## src/rtl/cordic_shift_sequencer.sv

```systemverilog
// Iterative CORDIC rotation controller: one angle per request, x and y take turns on a single
// external arithmetic-right barrel shifter, two cycles per iteration.
//
// state   | meaning
// IDLE    | waiting for i_start; results held
// SHIFT_X | x presented to shifter, shifted x captured
// SHIFT_Y | y presented to shifter, x/y/z rotated by one micro-step
// DONE    | o_valid pulse, final results visible on o_cos/o_sin
module cordic_shift_sequencer #(
  parameter int DATA_WIDTH = 16,
  parameter int ITERATIONS = 15,
  parameter int SHIFT_W    = 4,
  parameter int X_INIT     = 9949
) (
  input  logic                  i_clk,
  input  logic                  i_rst,
  input  logic                  i_start,
  input  logic [DATA_WIDTH-1:0] i_angle,
  output logic                  o_busy,
  output logic                  o_valid,
  output logic [DATA_WIDTH-1:0] o_cos,
  output logic [DATA_WIDTH-1:0] o_sin,
  output logic [DATA_WIDTH-1:0] o_shf_data,
  output logic [SHIFT_W-1:0]    o_shf_amt,
  input  logic [DATA_WIDTH-1:0] i_shf_data
);

  typedef enum logic [1:0] {IDLE, SHIFT_X, SHIFT_Y, DONE} state_t;

  state_t state, state_nxt;

  logic [DATA_WIDTH-1:0] x, y, z, xs;
  logic [DATA_WIDTH-1:0] x_nxt, y_nxt, z_nxt, atan_i;
  logic [SHIFT_W-1:0]    iter;
  logic                  z_pos, last_iter;

  function automatic logic [DATA_WIDTH-1:0] atan_rom(input logic [SHIFT_W-1:0] idx);
    logic [DATA_WIDTH-1:0] v;
    case (idx)
      SHIFT_W'(0):  v = DATA_WIDTH'(12868);
      SHIFT_W'(1):  v = DATA_WIDTH'(7596);
      SHIFT_W'(2):  v = DATA_WIDTH'(4014);
      SHIFT_W'(3):  v = DATA_WIDTH'(2037);
      SHIFT_W'(4):  v = DATA_WIDTH'(1023);
      SHIFT_W'(5):  v = DATA_WIDTH'(512);
      SHIFT_W'(6):  v = DATA_WIDTH'(256);
      SHIFT_W'(7):  v = DATA_WIDTH'(128);
      SHIFT_W'(8):  v = DATA_WIDTH'(64);
      SHIFT_W'(9):  v = DATA_WIDTH'(32);
      SHIFT_W'(10): v = DATA_WIDTH'(16);
      SHIFT_W'(11): v = DATA_WIDTH'(8);
      SHIFT_W'(12): v = DATA_WIDTH'(4);
      SHIFT_W'(13): v = DATA_WIDTH'(2);
      SHIFT_W'(14): v = DATA_WIDTH'(1);
      default:      v = '0;
    endcase
    return v;
  endfunction

  // Direction comes from z at the start of the iteration; ys is the live shifter result.
  assign z_pos     = ~z[DATA_WIDTH-1];
  assign atan_i    = atan_rom(iter);
  assign x_nxt     = z_pos ? (x - i_shf_data) : (x + i_shf_data);
  assign y_nxt     = z_pos ? (y + xs) : (y - xs);
  assign z_nxt     = z_pos ? (z - atan_i) : (z + atan_i);
  assign last_iter = (iter == SHIFT_W'(ITERATIONS - 1));
  assign o_busy    = (state != IDLE);

  always_comb begin
    state_nxt  = state;
    o_shf_data = '0;
    o_shf_amt  = '0;
    o_valid    = 1'b0;
    case (state)
      IDLE:    if (i_start) state_nxt = SHIFT_X;
      SHIFT_X: begin
        o_shf_data = x;
        o_shf_amt  = iter;
        state_nxt  = SHIFT_Y;
      end
      SHIFT_Y: begin
        o_shf_data = y;
        o_shf_amt  = iter;
        state_nxt  = last_iter ? DONE : SHIFT_X;
      end
      DONE: begin
        o_valid   = 1'b1;
        state_nxt = IDLE;
      end
      default: state_nxt = IDLE;
    endcase
  end

  always_ff @(posedge i_clk) begin
    if (i_rst) begin
      state <= IDLE;
      x     <= '0;
      y     <= '0;
      z     <= '0;
      xs    <= '0;
      iter  <= '0;
      o_cos <= '0;
      o_sin <= '0;
    end else begin
      state <= state_nxt;
      case (state)
        IDLE: if (i_start) begin
          x    <= DATA_WIDTH'(X_INIT);
          y    <= '0;
          z    <= i_angle;
          iter <= '0;
        end
        SHIFT_X: xs <= i_shf_data;
        SHIFT_Y: begin
          x <= x_nxt;
          y <= y_nxt;
          z <= z_nxt;
          // Results load on the final rotation so they are already visible during the o_valid cycle.
          if (last_iter) begin
            o_cos <= x_nxt;
            o_sin <= y_nxt;
          end else begin
            iter <= iter + SHIFT_W'(1);
          end
        end
        default: ;
      endcase
    end
  end

endmodule
```

## config.mk

```make
export PLATFORM = sky130hd
export DESIGN_NAME = cordic_shift_sequencer
export DESIGN_NICKNAME = d
export VERILOG_FILES = /design/src/rtl/cordic_shift_sequencer.sv
export SDC_FILE = /design/constraint.sdc
export NUM_CORES = 1
export LEC_CHECK = 0
export BUFFER_PORTS_ARGS = -buffer_cell sky130_fd_sc_hd__buf_4
export CORE_ASPECT_RATIO = 1.25
export CORE_MARGIN = 2
export CORE_UTILIZATION = 50
export DETAILED_ROUTE_END_ITERATION = 10
export PLACE_DENSITY = 0.8
export SLEW_MARGIN = 20
export SYNTH_ARGS = -nofsm -noshare
export SYNTH_HDL_FRONTEND = slang
export SYNTH_SLANG_ARGS = --single-unit
```

## constraint.sdc

```tcl
create_clock -name i_clk -period 4.45 [get_ports i_clk]
set_clock_uncertainty 0.2 [all_clocks]
set_input_delay 0.6675 -clock i_clk [delete_from_list [all_inputs] [get_ports i_clk]]
set_output_delay 0.6675 -clock i_clk [all_outputs]
set_load 0.01 [all_outputs]
```

==> results_dict.tcl, run 1 <==
set metrics [dict create \
    status "complete, no violations" \
    cts_max_level 4 \
    hold_class "flop to flop" \
    clk_pin_slew_ps 50 \
    clockBufferDepth 2 \
    post_cts_buffers 0 \
    place_inst 1232 \
    power_leakage_nw 3.95 \
    path_class "flop to flop" \
    synth_area_per_cell_um2 8.13 \
    yosysSeqAreaShare_pct 29.5 \
    drive_above_1_share_pct 14.4 \
    drc 0 \
    ys_types 71 \
    area_growth_pct 17.9 \
    ys_seq_elements 116 \
    fin_crit_sh_pct 81.9 \
    ant_nets 0 \
    antenna_found_initial 0 \
    synth_edf_count 0 \
    grt_overflow 0 \
    wl_um 22400 \
    max_freq_mhz 275 \
    cts_hold_buf 0 \
    globalplace.congestion 0.923 \
    stdcell_count 1263 \
    first_pass_iters 5 \
    synth-simple-area-share_pct 20.3 \
    synthCells 968 \
    fin_total_pwr_mw 4.99 \
    synthFlopType "dfxtp_1" \
    nets 1143 \
    cp-end-kind "flop" \
    dieWidth_um 116 \
    cp.arrival_ps 3770 \
    critPathRequiredTime_ps 4580 \
    place_area_mm2 0.00871 \
    rows 51 \
    async_flop_share_pct 0 \
    rsz0062_at_grt "no" \
    cp-start-kind "flop" \
    die_area_mm2 0.0168 \
    synth-xor-area-share_pct 7.87 \
    vias 7426 \
    setup_viol 0 \
    tns_ps 0 \
    syn_nets 1072 \
    final_hold_viol_count 0 \
    pin_count 89 \
    cts_tree "built" \
    powerDensity_mw_per_mm2 537 \
    port_buffers 88 \
    fp.coreArea_mm2 0.0155 \
    layout_min_cycle_time_ps 3640 \
    grt_usage_pct 27.5 \
    layout_common_cells "dfxtp_1, buf_4, nor2_1" \
    synth.area.top_cells "dfxtp_1, ha_1, a21oi_1" \
    synth_top_area_share_pct 29.5 \
    start_util_pct 50.8 \
    cts_root_buffer "clkbuf_16" \
    post_cts_resized 0 \
    yosys.area.top_type "dfxtp_1" \
    n_fill_cell 1372 \
    yosys_warnings 0 \
    max-cap-violations 0 \
    final_common_cell "dfxtp_1" \
    worstMarginPinSlew_ps 1090 \
    grt_pass1_wl_um 35700 \
    hpwl_um 16200 \
    cts_buffers 17 \
    clock_sinks 116 \
    synth_area_mm2 0.00787 \
    viasPerCell 5.88 \
    slew_headroom_pct 27.7 \
    final_cell_area_mm2 0.00928 \
    antenna_cells 0 \
    grt_pass1_vias 7069 \
    drt_iter0_drc 509 \
    synthMuxAreaShare_pct 2.99 \
    clk_latency_ps 430 \
    die_h_um 144 \
    drv_slew 0 \
    grt_max_degree 51 \
    synth_compound_area_share_pct 23.9 \
    synth_top_family_by_area "compound AO/OA/AOI/OAI gates" \
    wl_per_cell_um 17.8 \
    peakVddDrop_mv 0.267 \
    synthAdderAreaFrac_pct 11.3 \
    final_util_pct 59.8 \
    crit_path_max_fanout 10 \
]
[cells by family after synthesis]
group / count (synthesis)
compound gates: 285
xor+xnor: 69
mux: 23
buf+inv: 89
simple gates: 317
fa+ha+maj: 69
flops: 116
[worst paths after layout]
check	startpoint	slack, ps	endpoint	depth (start not counted)
worst max-delay path	xs[5]$_SDFFE_PP0N_	810	y[13]$_SDFFE_PP0P_	11
worst min-delay path	o_cos[2]$_SDFFE_PP0P_	250	o_cos[2]$_SDFFE_PP0P_	2
worst max register to register	xs[5]$_SDFFE_PP0N_	810	y[13]$_SDFFE_PP0P_	11
worst min register to register	o_cos[2]$_SDFFE_PP0P_	250	o_cos[2]$_SDFFE_PP0P_	2
[cells in the mapped netlist (5+ instances only)]
cell type,count
a211o_1,9
a211oi_1,10
a21o_1,20
a21oi_1,89
a22oi_1,30
a31oi_1,10
and2_1,16
and3_1,14
clkbuf_1,43
dfxtp_1,116
ha_1,66
inv_1,40
mux2i_1,19
nand2_1,66
nand2b_1,10
nand3_1,25
nand3b_1,5
nand4_1,12
nor2_1,98
nor2b_1,19
nor3_1,23
o211ai_1,11
o21a_1,9
o21ai_0,39
o22ai_1,8
or3_1,6
xnor2_1,33
xor2_1,34
[per-stage QoR]
| step | hold WS (ps) | setup WS (ps) |
|---|---|---|
| floorplan | 236 | 956 |
| global placement | 245 | 588 |
| detailed placement | 248 | 561 |
| CTS | 255 | 844 |
| global route | 275 | 655 |
| finish | 253 | 807 |
[flip-flops by register name (all words and copies together), names as in the netlist]
signal / flops
o_sin: 16
state: 2
x: 16
atan_i: 14
iter: 4
y: 16
o_cos: 16
z: 16
xs: 16
[critical path, stage by stage (launching register included)]
cell and delay, ps:
dfxtp_1 370, or4_4 580, nor4_4 370, a21oi_1 140
xnor2_1 150, ha_1 400, and3_1 270, o2111ai_1 90
a21oi_1 120, or3b_2 500, xor2_1 180, a22o_1 180
[layer usage]
metal	global-route usage, %	routed length [um]	up-vias
li1	-	-	3668
met1	32.0	9240	3473
met2	49.2	11400	232
met3	4.90	1020	53
met4	11.9	751	0
met5	0	0	-
[cell type report]
class | instances | area (um^2) | area share [%]
Tap cell | 212 | 265 | 2.86
Clock buffer | 21 | 460 | 4.96
Timing Repair Buffer | 100 | 751 | 8.09
Inverter | 41 | 154 | 1.66
Sequential cell | 116 | 2320 | 25.0
Multi-Input combinational cell | 763 | 5220 | 56.2
Clock inverter | 10 | 108 | 1.16
[report_power, final]
group / total [mW] / switching (mW) / internal (mW)
clock: 1.33 / 0.487 / 0.842
combinational: 2.37 / 1.40 / 0.971
sequential: 1.28 / 0.125 / 1.16
total: 4.99 / 2.02 / 2.97
No activity file was read; power rests on OpenSTA's default activity.
==> run 2: changes to the inputs <==
==> constraint.sdc (replaced) <==
create_clock -name i_clk -period 3.64 [get_ports i_clk]
set_clock_uncertainty 0.2 [all_clocks]
set_input_delay 0.546 -clock i_clk [delete_from_list [all_inputs] [get_ports i_clk]]
set_output_delay 0.546 -clock i_clk [all_outputs]
set_load 0.01 [all_outputs]
==> results_dict.tcl, run 2 (synthesis gave the netlist of run 1 again) <==
set metrics [dict create \
    final_hold_viol_count 0 \
    p_comb_share_pct 48.5 \
    place_inst 1263 \
    drive_above_1_share_pct 17.1 \
    final_common_cell "buf_4" \
    post_cts_buffers 0 \
    cts_buffers 17 \
    cts_root_buffer "clkbuf_16" \
    swShare_pct 39.8 \
    crit_path_max_fanout 7 \
    cp.arrival_ps 3590 \
    power_leakage_nw 4.12 \
    die_h_um 144 \
    clock_sinks 116 \
    wl_um 23400 \
    status "complete, no violations" \
    post_cts_resized 0 \
    max_freq_mhz 291 \
    timing.rr.start "xs[6]$_SDFFE_PP0N_" \
    wl_per_cell_um 18.1 \
    clk_pin_slew_ps 60 \
    drt_iter0_drc 628 \
    ant_nets 0 \
    cts_tree "built" \
    tns_ps 0 \
    final_util_pct 61.6 \
    drc 0 \
    grt_overflow 0 \
    grt_pass1_vias 7259 \
    max-cap-violations 0 \
    grt_usage_pct 28.5 \
    antenna_found_initial 0 \
    switching_power_mw 2.53 \
    fp.coreArea_mm2 0.0155 \
    fin_crit_sh_pct 94.6 \
    stdcell_count 1295 \
    pin_count 89 \
    viasPerCell 5.96 \
    hold_depth 3 \
    grt_pass1_wl_um 36800 \
    cp-end-kind "flop" \
    startpoint "xs[6]$_SDFFE_PP0N_" \
    cts_max_level 4 \
    nets 1174 \
    worstMarginPinSlew_ps 724 \
    powerDensity_mw_per_mm2 665 \
    globalplace.congestion 0.919 \
    clockBufferDepth 2 \
    power.internal_mw 3.83 \
    hpwl_um 16900 \
    n_fill_cell 1358 \
    setup_viol 0 \
    rsz0062_at_grt "no" \
    area_growth_pct 21.3 \
    rows 51 \
    hold_class "input pin to flop" \
    cp-start-kind "flop" \
    rr_endpoint "o_sin[15]$_SDFFE_PP0P_" \
    holdPathEnd "z[6]$_SDFFE_PP0P_" \
    reg2reg_slack_ps 200 \
    dieWidth_um 116 \
    grt_max_degree 45 \
    clk_latency_ps 420 \
    layout_min_cycle_time_ps 3440 \
    path_class "flop to flop" \
    first_pass_iters 5 \
    layout_common_cells "buf_4, dfxtp_1, nor2_1" \
    cts_hold_buf 0 \
    min_from "i_angle[6]" \
    drv_slew 0 \
    pwr-share-seq_pct 24.5 \
    peakVddDrop_mv 0.337 \
    p_clk_share_pct 27.0 \
    critPathRequiredTime_ps 3780 \
    port_buffers 88 \
    die_area_mm2 0.0168 \
    start_util_pct 50.8 \
    vias 7717 \
    slew_headroom_pct 51.7 \
    worstRegToRegCells 11 \
]
run 2: critical path: stages, from the launching register on:
cell	delay, ps
dfxtp_1	350
or4_4	550
nor4_4	280
a21oi_1	140
xnor2_1	140
ha_1	370
nand2_1	100
o21ai_0	120
or3_1	310
or3b_1	450
and4_1	200
nor3_1	160
run 2: per-layer routing:
metal / vias up / global-route usage [%] / share of wire [%]
met3: 46 / 5.66 / 6.6
met2: 336 / 51.7 / 52
met1: 3608 / 32.9 / 39
met5: - / 0 / 0
li1: 3727 / - / -
met4: 0 / 9.90 / 2.5
run 2: cell type report:
cell class	instances	area, um^2	area share (%)
multi-input combinational	763	5220	54.7
sequential	116	2320	24.3
timing repair buffer	131	983	10.3
clock buffer	21	470	4.93
tap	212	265	2.78
inverter	41	154	1.61
clock inverter	10	130	1.36
antenna	1	2.50	0.0262
run 2: worst max path at each step:
stage                                        end  slack [ps]  cells after the start
after floorplan           o_cos[15]$_SDFFE_PP0P_         270                     12
after global placement        x[15]$_SDFFE_PP0P_          40                     13
after detailed placement      x[15]$_SDFFE_PP0P_         -30                     14
after CTS                 o_sin[15]$_SDFFE_PP0P_         160                     11
after global routing          y[15]$_SDFFE_PP0P_          40                     11
final                     o_sin[15]$_SDFFE_PP0P_         200                     11
run 2: per-stage QoR:
step	total power [mW]	hold slack (ps)	instance area, um^2	setup slack [ps]
after floorplan	3.78	236	7870	267
after global placement	4.52	244	8940	38.6
after detailed placement	4.58	248	8940	-32.0
after CTS	6.31	158	9540	155
after global routing	6.73	170	9550	44.8
final	6.36	162	9550	198
run 2: power by group through the flow:
stage	clock, mW	sequential [mW]	combinational (mW)
floorplan	0	1.54	2.24
global placement	0	1.57	2.95
detailed placement	0	1.57	3.00
CTS	1.73	1.55	3.03
global route	1.79	1.57	3.37
finish	1.72	1.55	3.08
==> run 3: changes to the inputs <==
--- a/config.mk
+++ b/config.mk
@@ -5,6 +5,7 @@
 export SDC_FILE = /design/constraint.sdc
 export NUM_CORES = 1
 export LEC_CHECK = 0
+export ABC_AREA = 1
 export BUFFER_PORTS_ARGS = -buffer_cell sky130_fd_sc_hd__buf_4
 export CORE_ASPECT_RATIO = 1.25
 export CORE_MARGIN = 2
==> results_dict.tcl, run 3 <==
set metrics [dict create \
    post_cts_resized 0 \
    wl_um 23400 \
    worstMarginPinSlew_ps 743 \
    yosys.area.top_type "dfxtp_1" \
    timing.rr.start "xs[0]$_SDFFE_PP0N_" \
    hold_class "input pin to flop" \
    grt_max_degree 60 \
    grt_pass1_vias 8043 \
    ys_seq_elements 116 \
    die_area_mm2 0.0175 \
    cts_hold_buf 0 \
    holdPathEnd "z[2]$_SDFFE_PP0P_" \
    status "complete, no violations" \
    hold_depth 3 \
    min_from "i_angle[2]" \
    slowest_stage "dfxtp_1" \
    cts_buffers 17 \
    drv_slew 0 \
    nets 1449 \
    cts_tree "built" \
    hpwl_um 17500 \
    grt_overflow 0 \
    place_area_mm2 0.00909 \
    fin_crit_sh_pct 89.9 \
    cts_root_buffer "clkbuf_16" \
    cp.arrival_ps 3420 \
    peakVddDrop_mv 0.337 \
    cp-end-kind "flop" \
    tns_ps 0 \
    cp_cell_sequence "inv_1 > ha_1 > nand2_1 > nor3_1 > nand4_1 > and2_1 > xor2_1 > ha_1 > a21oi_1 > nand2_1 > nand2_1 > nand2_1 > a21oi_1 > nand3_1 > nand2_1 > nand2_1 > a21oi_1" \
    synth.area.top_cells "dfxtp_1, nand2_1, ha_1" \
    yosysSeqAreaShare_pct 28.2 \
    port_buffers 88 \
    synthFlopType "dfxtp_1" \
    synth_area_mm2 0.00825 \
    slew_headroom_pct 50.5 \
    globalplace.congestion 0.971 \
    crit_path_max_fanout 4 \
    worstRegToRegCells 17 \
    dieWidth_um 119 \
    ys_top_cells_by_count "nand2_1, inv_1, nor2_1" \
    rr_endpoint "y[15]$_SDFFE_PP0P_" \
    antenna_found_initial 0 \
    stdcell_count 1574 \
    path_delay_family "simple AND/OR/NAND/NOR gates" \
    synth_edf_count 0 \
    max-cap-violations 0 \
    final_cell_area_mm2 0.00965 \
    layout_common_cells "nand2_1, inv_1, nor2_1" \
    final_common_cell "nand2_1" \
    post_cts_buffers 0 \
    rows 52 \
    clockBufferDepth 2 \
    pin_count 89 \
    area_growth_pct 16.9 \
    viasPerCell 5.31 \
    clock_sinks 116 \
    ant_nets 0 \
    cp-start-kind "flop" \
    power_leakage_nw 4.99 \
    place_inst 1542 \
    vias 8359 \
    grt_usage_pct 26.9 \
    rsz0062_at_grt "no" \
    worst_path_largest_cell_delay_ps 340 \
    die_h_um 148 \
    layout_min_cycle_time_ps 3270 \
    powerDensity_mw_per_mm2 679 \
    drt_iter0_drc 481 \
    first_pass_iters 5 \
    clk_pin_slew_ps 60 \
    grt_pass1_wl_um 38100 \
    reg2reg_slack_ps 370 \
    drive_above_1_share_pct 11.6 \
    cts_max_level 4 \
    cp.buffers_inverters 1 \
    synth_area_per_cell_um2 6.51 \
    final_hold_viol_count 0 \
    yosys_warnings 0 \
    setup_viol 0 \
    synth_top_area_share_pct 28.2 \
    yosysMostFrequentCell "nand2_1" \
    drc 0 \
    crit_top_cell "nand2_1" \
    antenna_cells 0 \
    critPathRequiredTime_ps 3780 \
    max_freq_mhz 306 \
    start_util_pct 50.9 \
    async_flop_share_pct 0 \
    path_class "flop to flop" \
    wl_per_cell_um 14.8 \
    ys_types 47 \
    fp.coreArea_mm2 0.0162 \
    synthCells 1267 \
    clk_latency_ps 420 \
    holdWs_ps 188 \
    syn_nets 1371 \
]
run 3: cell count changes after synthesis, sizes merged, moves of 13 or more:
cell / before / now
nand2: 66 / 322
xnor2: 35 / 10
nand3: 25 / 65
clkbuf: 43 / 24
a22oi: 30 / 1
and3: 14 / 0
and2: 16 / 2
buf: 5 / 18
o21ai: 42 / 77
inv: 41 / 170
mux2i: 19 / 0
a21oi: 90 / 116
nor2b: 19 / 0
nor2: 98 / 145
run 3: cell families (layout without fill, tap and decap cells):
| group | Yosys count | after routing | synth area share, % |
|---|---|---|---|
| fa+ha+maj | 69 | 69 | 10.7 |
| flops | 116 | 116 | 28.2 |
| buf+inv | 213 | 304 | 10.2 |
| compound gates | 245 | 245 | 16.7 |
| xor+xnor | 55 | 55 | 5.84 |
| simple gates | 569 | 569 | 28.4 |
run 3: tightest hold or removal path, cell delays in order:
cell     delay, ps
buf_4           80
nand2_1         40
a31oi_1        100
run 3: layout make-up:
cell class / instances / area, um^2
Fill cell: 1541 / 6550
Multi-Input combinational cell: 938 / 5100
Sequential cell: 116 / 2320
Timing Repair Buffer: 101 / 758
Inverter: 171 / 647
Clock buffer: 17 / 425
Tap cell: 216 / 270
Clock inverter: 15 / 126
run 3: worst max-delay path by stage:
stage | start | endpoint | slack, ps | cells past startpoint
2_1_floorplan | i_shf_data[2] | o_cos[15]$_SDFFE_PP0P_ | 750 | 15
3_3_place_gp | i_shf_data[0] | x[15]$_SDFFE_PP0P_ | 290 | 19
3_5_place_dp | i_shf_data[0] | x[15]$_SDFFE_PP0P_ | 240 | 19
4_1_cts | xs[0]$_SDFFE_PP0N_ | y[15]$_SDFFE_PP0P_ | 430 | 17
5_1_grt | xs[0]$_SDFFE_PP0N_ | y[15]$_SDFFE_PP0P_ | 80 | 17
6_report | xs[0]$_SDFFE_PP0N_ | y[15]$_SDFFE_PP0P_ | 370 | 17
run 3: report_power, final:
part	internal [mW]	total, mW	switching [mW]
Clock	0.884	1.56	0.677
Sequential	1.45	1.62	0.176
Combinational	1.15	3.36	2.21
run 3: per-layer routing:
metal  vias to the layer above  global-route usage (%)  share of wire, %
li1                       4241                       -                 -
met1                      3804                    30.9                42
met2                       245                    48.6                50
met3                        69                    4.05               3.8
met4                         0                    12.7               3.5
met5                         -                       0                 0
run 3: metrics by stage:
step | power (mW) | worst slack [ps] | utilization (%)
2_1_floorplan | 4.11 | 750 | -
3_3_place_gp | 4.89 | 286 | 56.1
3_5_place_dp | 4.94 | 237 | 56.1
4_1_cts | 6.53 | 435 | 59.5
5_1_grt | 7.04 | 76.2 | 59.5
6_report | 6.55 | 368 | 59.5
